==> config.mk <==
export PLATFORM = sky130hd
export DESIGN_NAME = arith_rr_sched4_flat
export DESIGN_NICKNAME = d
export VERILOG_FILES = /design/src/rtl/arith_rr_sched4_if.sv /design/src/rtl/arith_rr_sched4.sv /design/src/flat_wrapper.sv
export SDC_FILE = /design/constraint.sdc
export NUM_CORES = 1
export LEC_CHECK = 0
export CAP_MARGIN = 20
export CELL_PAD_IN_SITES_DETAIL_PLACEMENT = 0
export CELL_PAD_IN_SITES_GLOBAL_PLACEMENT = 1
export CORE_ASPECT_RATIO = 2
export CORE_MARGIN = 1
export CORE_UTILIZATION = 39
export CTS_CLUSTER_DIAMETER = 100
export CTS_CLUSTER_SIZE = 10
export DETAILED_ROUTE_END_ITERATION = 8
export HOLD_SLACK_MARGIN = 0.03
export PLACE_DENSITY_LB_ADDON = 0.1
export SYNTH_ARGS = -nofsm -noshare
export SYNTH_HDL_FRONTEND = slang
export SYNTH_SLANG_ARGS = --single-unit
==> constraint.sdc <==
create_clock -name clk -period 2 [get_ports clk]
set_clock_uncertainty 0.05 [all_clocks]
set_input_delay 0.4 -clock clk [delete_from_list [all_inputs] [get_ports clk]]
set_output_delay 0.4 -clock clk [all_outputs]
set_load 0.05 [all_outputs]
==> src/rtl/arith_rr_sched4_if.sv <==
// rtl/arith_rr_sched4_if.sv - handshake bundle between requesters, scheduler and shared arithmetic unit
interface arith_rr_sched4_if;
    logic [3:0] req;
    logic       unit_done;
    logic [3:0] grant;
    logic [1:0] grant_idx;
    logic       unit_start;
    logic [3:0] ack;
    logic       err;
    logic       busy;

    // scheduler side
    modport master (
        input  req,
        input  unit_done,
        output grant,
        output grant_idx,
        output unit_start,
        output ack,
        output err,
        output busy
    );

    // requester / shared-unit side
    modport slave (
        output req,
        output unit_done,
        input  grant,
        input  grant_idx,
        input  unit_start,
        input  ack,
        input  err,
        input  busy
    );
endinterface

==> src/rtl/arith_rr_sched4.sv <==
// rtl/arith_rr_sched4.sv - round-robin scheduler sharing one multi-cycle arithmetic unit between four requesters
module arith_rr_sched4 #(
    parameter int TIMEOUT = 255,
    parameter int CNT_W   = 8
) (
    input  logic              clk,
    input  logic              rst,
    arith_rr_sched4_if.master bus
);
    localparam logic [1:0] S_IDLE  = 2'd0;
    localparam logic [1:0] S_START = 2'd1;
    localparam logic [1:0] S_WAIT  = 2'd2;
    localparam logic [1:0] S_DONE  = 2'd3;

    // Last WAIT count before abort; unused when the timeout is disabled.
    localparam logic [CNT_W-1:0] CNT_LAST = (TIMEOUT == 0) ? '0 : CNT_W'(TIMEOUT - 1);

    logic [1:0]       state;
    logic [1:0]       ptr;
    logic [1:0]       pick_idx;
    logic [CNT_W-1:0] cnt;
    logic             timeout_hit;

    logic [3:0]       grant_q;
    logic [1:0]       idx_q;
    logic             start_q;
    logic [3:0]       ack_q;
    logic             err_q;
    logic             busy_q;

    // Rotating priority: scan offsets 4..1 so the smallest offset from ptr wins;
    // offset 4 wraps back onto ptr itself, giving it lowest priority.
    always_comb begin
        pick_idx = ptr;
        for (int i = 4; i >= 1; i--) begin
            if (bus.req[ptr + 2'(i)]) begin
                pick_idx = ptr + 2'(i);
            end
        end
    end

    assign timeout_hit = (TIMEOUT != 0) && (cnt == CNT_LAST);

    // Transaction sequencer: pick owner, pulse start, wait for done or timeout, ack.
    always_ff @(posedge clk) begin
        if (rst) begin
            state   <= S_IDLE;
            ptr     <= 2'd3;
            cnt     <= '0;
            grant_q <= 4'b0000;
            idx_q   <= 2'd0;
            start_q <= 1'b0;
            ack_q   <= 4'b0000;
            err_q   <= 1'b0;
            busy_q  <= 1'b0;
        end else begin
            case (state)
                S_IDLE: begin
                    if (bus.req != 4'b0000) begin
                        idx_q   <= pick_idx;
                        grant_q <= 4'b0001 << pick_idx;
                        start_q <= 1'b1;
                        busy_q  <= 1'b1;
                        state   <= S_START;
                    end
                end
                S_START: begin
                    start_q <= 1'b0;
                    cnt     <= '0;
                    state   <= S_WAIT;
                end
                S_WAIT: begin
                    cnt <= cnt + 1'b1;
                    if (bus.unit_done) begin
                        ack_q <= grant_q;
                        err_q <= 1'b0;
                        state <= S_DONE;
                    end else if (timeout_hit) begin
                        ack_q <= grant_q;
                        err_q <= 1'b1;
                        state <= S_DONE;
                    end
                end
                S_DONE: begin
                    ack_q   <= 4'b0000;
                    err_q   <= 1'b0;
                    grant_q <= 4'b0000;
                    busy_q  <= 1'b0;
                    ptr     <= idx_q;
                    state   <= S_IDLE;
                end
                default: begin
                    state <= S_IDLE;
                end
            endcase
        end
    end

    assign bus.grant      = grant_q;
    assign bus.grant_idx  = idx_q;
    assign bus.unit_start = start_q;
    assign bus.ack        = ack_q;
    assign bus.err        = err_q;
    assign bus.busy       = busy_q;
endmodule

==> src/flat_wrapper.sv <==
// flat-port wrapper written by rule: the top's interface ports become plain ports
module arith_rr_sched4_flat 
#(
    parameter int TIMEOUT = 255,
    parameter int CNT_W   = 8
)
  (clk, rst, bus_req, bus_unit_done, bus_grant, bus_grant_idx, bus_unit_start, bus_ack, bus_err, bus_busy);
  arith_rr_sched4_if bus_i ();
  input  logic clk;
  input  logic rst;
  input wire logic [$bits(bus_i.req)-1:0] bus_req;
  input wire logic [$bits(bus_i.unit_done)-1:0] bus_unit_done;
  output wire logic [$bits(bus_i.grant)-1:0] bus_grant;
  output wire logic [$bits(bus_i.grant_idx)-1:0] bus_grant_idx;
  output wire logic [$bits(bus_i.unit_start)-1:0] bus_unit_start;
  output wire logic [$bits(bus_i.ack)-1:0] bus_ack;
  output wire logic [$bits(bus_i.err)-1:0] bus_err;
  output wire logic [$bits(bus_i.busy)-1:0] bus_busy;
  assign bus_i.req = bus_req;
  assign bus_i.unit_done = bus_unit_done;
  assign bus_grant = bus_i.grant;
  assign bus_grant_idx = bus_i.grant_idx;
  assign bus_unit_start = bus_i.unit_start;
  assign bus_ack = bus_i.ack;
  assign bus_err = bus_i.err;
  assign bus_busy = bus_i.busy;
  arith_rr_sched4 #(.TIMEOUT(TIMEOUT), .CNT_W(CNT_W)) u_core (.clk(clk), .rst(rst), .bus(bus_i));
endmodule
==> impl_metrics.csv, run 1 <==
group,metric,value,unit
run_status,outcome,"finished, final reports clean",
critical_path,end_kind,"primary output",
detailed_routing,routed_via_density,5.54,
synth,synthSimpleGateAreaFrac,22.1,%
grt,grt_usage,19.3,%
critical_path,path_cells,"clkdlybuf4s50_1",
synth,synth_sequential_area_ratio,40.3,%
grt,grt_pass1_vias,1140,
synth,yosysMostFrequentCell,"dfxtp_1",
floorplanning,core,0.00298,mm²
cells_and_area,multi_input_area,693,µm²
power_and_ir_drop,p_int,1030,µW
timing,rsz0062_at_grt,"no",
power_and_ir_drop,netSwitchingFraction,41.9,%
min_path,min_path_cells,2,
synth,synth_cells,141,
timing,tns,0,ps
synth,synth-xor-area-share,2.82,%
synth,yosysUniqueCellTypes,40,
detailed_routing,drcViolationCount,0,
synth,synth_compound_gate_area_share,22.3,%
detailed_routing,num_vias,1092,
synth,syn_nets,155,
synth,synth_mux_area_share,1.61,%
synth,synth_area_leaders,"dfxtp_1 40%, ha_1 7.1%, a21oi_1 5.6%, o21ai_0 3.6%, nor2_1 3.6%",
power_and_ir_drop,power.density,1150,mW/mm²
critical_path,crit_type,"reg -> out",
floorplanning,die_x,41.9,µm
critical_path,cpMaxStageDelayCell,"clkdlybuf4s50_1",
floorplanning,dieArea,0.00343,mm²
synth,synth_top_area_share,40.3,%
cells_and_area,layout.area.seq,500,µm²
synth,synth-seq-cells,25,
detailed_routing,routed_wl,2900,µm
timing,period_share,95.2,%
synth,netlist_area,0.00124,mm²
detailed_routing,drt_iter0_drc,11,
synth,ys.flop_type,"dfxtp_1",
critical_path,cp-start-kind,"flop",
detailed_routing,wl_per_cell,14.7,µm
power_and_ir_drop,p_comb_share,46.6,%
floorplanning,rows,28,
floorplanning,die_h,81.8,µm
critical_path,cp_data_arrival_time,1450,ps
detailed_routing,postRouteAntennaNets,0,
synth,synthArstFlopShare,0,%
grt,grt_max_degree,14,
grt,antenna_found_initial,0,
timing,worst_slew_pin_slew,503,ps
synth,yosysTopAreaCell,"dfxtp_1",
clock_network,root_buffer,"clkbuf_8",
timing,period_needed,1900,ps
power_and_ir_drop,vdd_drop_max,0.483,mV
clock_network,htree_levels,1,
clock_network,cts.clk_slew.worst_paths,90,ps
synth,yosysWarnings,0,
synth,yosys-top-cells-count,"25 x dfxtp_1, 14 x a21oi_1, 12 x nor2_1",
critical_path,cp.buffers_inverters,1,
clock_network,clock_sinks,25,
timing,setup_viol,0,
cells_and_area,nFillCells,286,
power_and_ir_drop,clockPowerShare,16.4,%
clock_network,postCtsHoldBufs,0,
power_and_ir_drop,power,1780,µW
min_path,worstHoldPathType,"reg -> reg",
timing,hold_slack,430,ps
grt,grt_pass1_wl,5090,µm
clock_network,cts_resized,0,
power_and_ir_drop,p_sw,744,µW
placed_design,gp_congestion,0.772,
clock_network,cts_tree,"yes",
detailed_routing,dr.pass1.iters,4,
critical_path,path_delay_family,"buffers and inverters",
critical_path,crit_required,1550,ps
critical_path,cp_num_cells,1,
cells_and_area,n_antenna_cell,0,
placed_design,io_buffers,19,
cells_and_area,syn2layout_area_growth,24.6,%
placed_design,dpl.hpwl,2340,µm
synth,synth_edf_count,0,
synth,synth_fa_ha_area_share,7.06,%
grt,overflow,0,
floorplanning,boundaryPins,20,
power_and_ir_drop,sequentialPowerShare,37.1,%
timing,setup_slack,96.9,ps
clock_network,cts_setup_buffers,0,
critical_path,cpPeakStageDelay,820,ps
clock_network,cts_max_path_buffers,2,
timing,max_freq,0.525,GHz
clock_network,clk_latency,260,ps
critical_path,reg2regPathDepth,5,
power_and_ir_drop,p_leak,0.000591,µW
timing,hold_violations,0,
synth,syn_area_per_cell,8.80,µm²
timing,slew_headroom,66.4,%
timing,drv_slew,0,
cells_and_area,final_nets,182,
critical_path,crit_fanout,3,
synth,synth_top_family_by_area,"compound AO/OA/AOI/OAI gates",
clock_network,cts-buffers-inserted,3,
job,drv_cap,0,
cells_and_area,drive_gt1_share,13.2,%
placed_design,place_ws,7.33,ps
floorplanning,initial_utilization,41.7,%
-- cells in the final DEF (no fill, tap or decap), drive strengths merged, types with 5 or more instances in the layout --
| master | instances |
|---|---|
| a21oi | 15 |
| buf | 8 |
| clkdlybuf4s50 | 18 |
| dfxtp | 25 |
| ha | 7 |
| inv | 8 |
| nand2 | 10 |
| nor2 | 12 |
| nor3 | 5 |
| o21ai | 13 |
-- layout make-up --
type                    instances  share of cell area [%]
multi-input cells             104                    44.8
flip-flops and latches         25                    32.4
repair buffers                 26                    15.5
clock buffers                   4                    2.91
well taps                      30                    2.43
inverters                       8                    1.94
-- cell families after synthesis --
logic type / after synthesis
simple gates: 49
compound gates: 42
flops: 25
buf+inv: 12
fa+ha+maj: 7
xor+xnor: 4
mux: 2
-- metrics by stage --
| stage | utilization (%) | area (µm²) | cells |
|---|---|---|---|
| after global routing | 51.9 | 1550 | 197 |
| after global placement | 50.2 | 1490 | 192 |
| after detailed placement | 50.2 | 1490 | 192 |
| after floorplan | - | 1240 | 141 |
| final | 51.9 | 1550 | 197 |
| after CTS | 51.7 | 1540 | 196 |
-- sequential cells by signal, indices dropped and copies added (netlist names) --
signal / cells
u_core.cnt: 8
u_core.bus.ack: 4
u_core.bus.grant: 4
u_core.bus.grant_idx: 2
u_core.ptr: 2
u_core.state: 2
u_core.bus.busy: 1
u_core.bus.err: 1
u_core.bus.unit_start: 1
-- path summary, 6_finish.rpt --
path	start	end	slack (ps)
min	u_core.bus.unit_start	u_core.bus.unit_start	430
max reg2reg	u_core.state[0]	u_core.cnt[5]	190
max	u_core.bus.err	bus_err	100
min reg2reg	u_core.bus.unit_start	u_core.bus.unit_start	430
-- power by group through the flow --
stage	Combinational, µW	Clock [µW]	Sequential, µW
2_1_floorplan	398	0	843
3_3_place_gp	823	0	669
3_5_place_dp	831	0	672
4_1_cts	833	304	660
5_1_grt	913	324	675
6_report	827	291	658
-- metal layers --
| metal | vias up | global-route usage (%) | wire, µm |
|---|---|---|---|
| met1 | 514 | 20.3 | 1090 |
| met2 | 17 | 37.3 | 1690 |
| met3 | 4 | 2.20 | 66 |
| met4 | 0 | 8.39 | 53 |
| li1 | 557 | - | - |
| met5 | - | 0 | 0 |
(Power assumes the default switching activity.)
==> run 2: changes to the inputs <==
--- a/config.mk
+++ b/config.mk
@@ -5,7 +5,7 @@
 export SDC_FILE = /design/constraint.sdc
 export NUM_CORES = 1
 export LEC_CHECK = 0
-export CAP_MARGIN = 20
+export CAP_MARGIN = 30
 export CELL_PAD_IN_SITES_DETAIL_PLACEMENT = 0
 export CELL_PAD_IN_SITES_GLOBAL_PLACEMENT = 1
 export CORE_ASPECT_RATIO = 2
==> results of run 2 <==
Same layout as run 1: the final DEF is identical, and so are final timing and power.
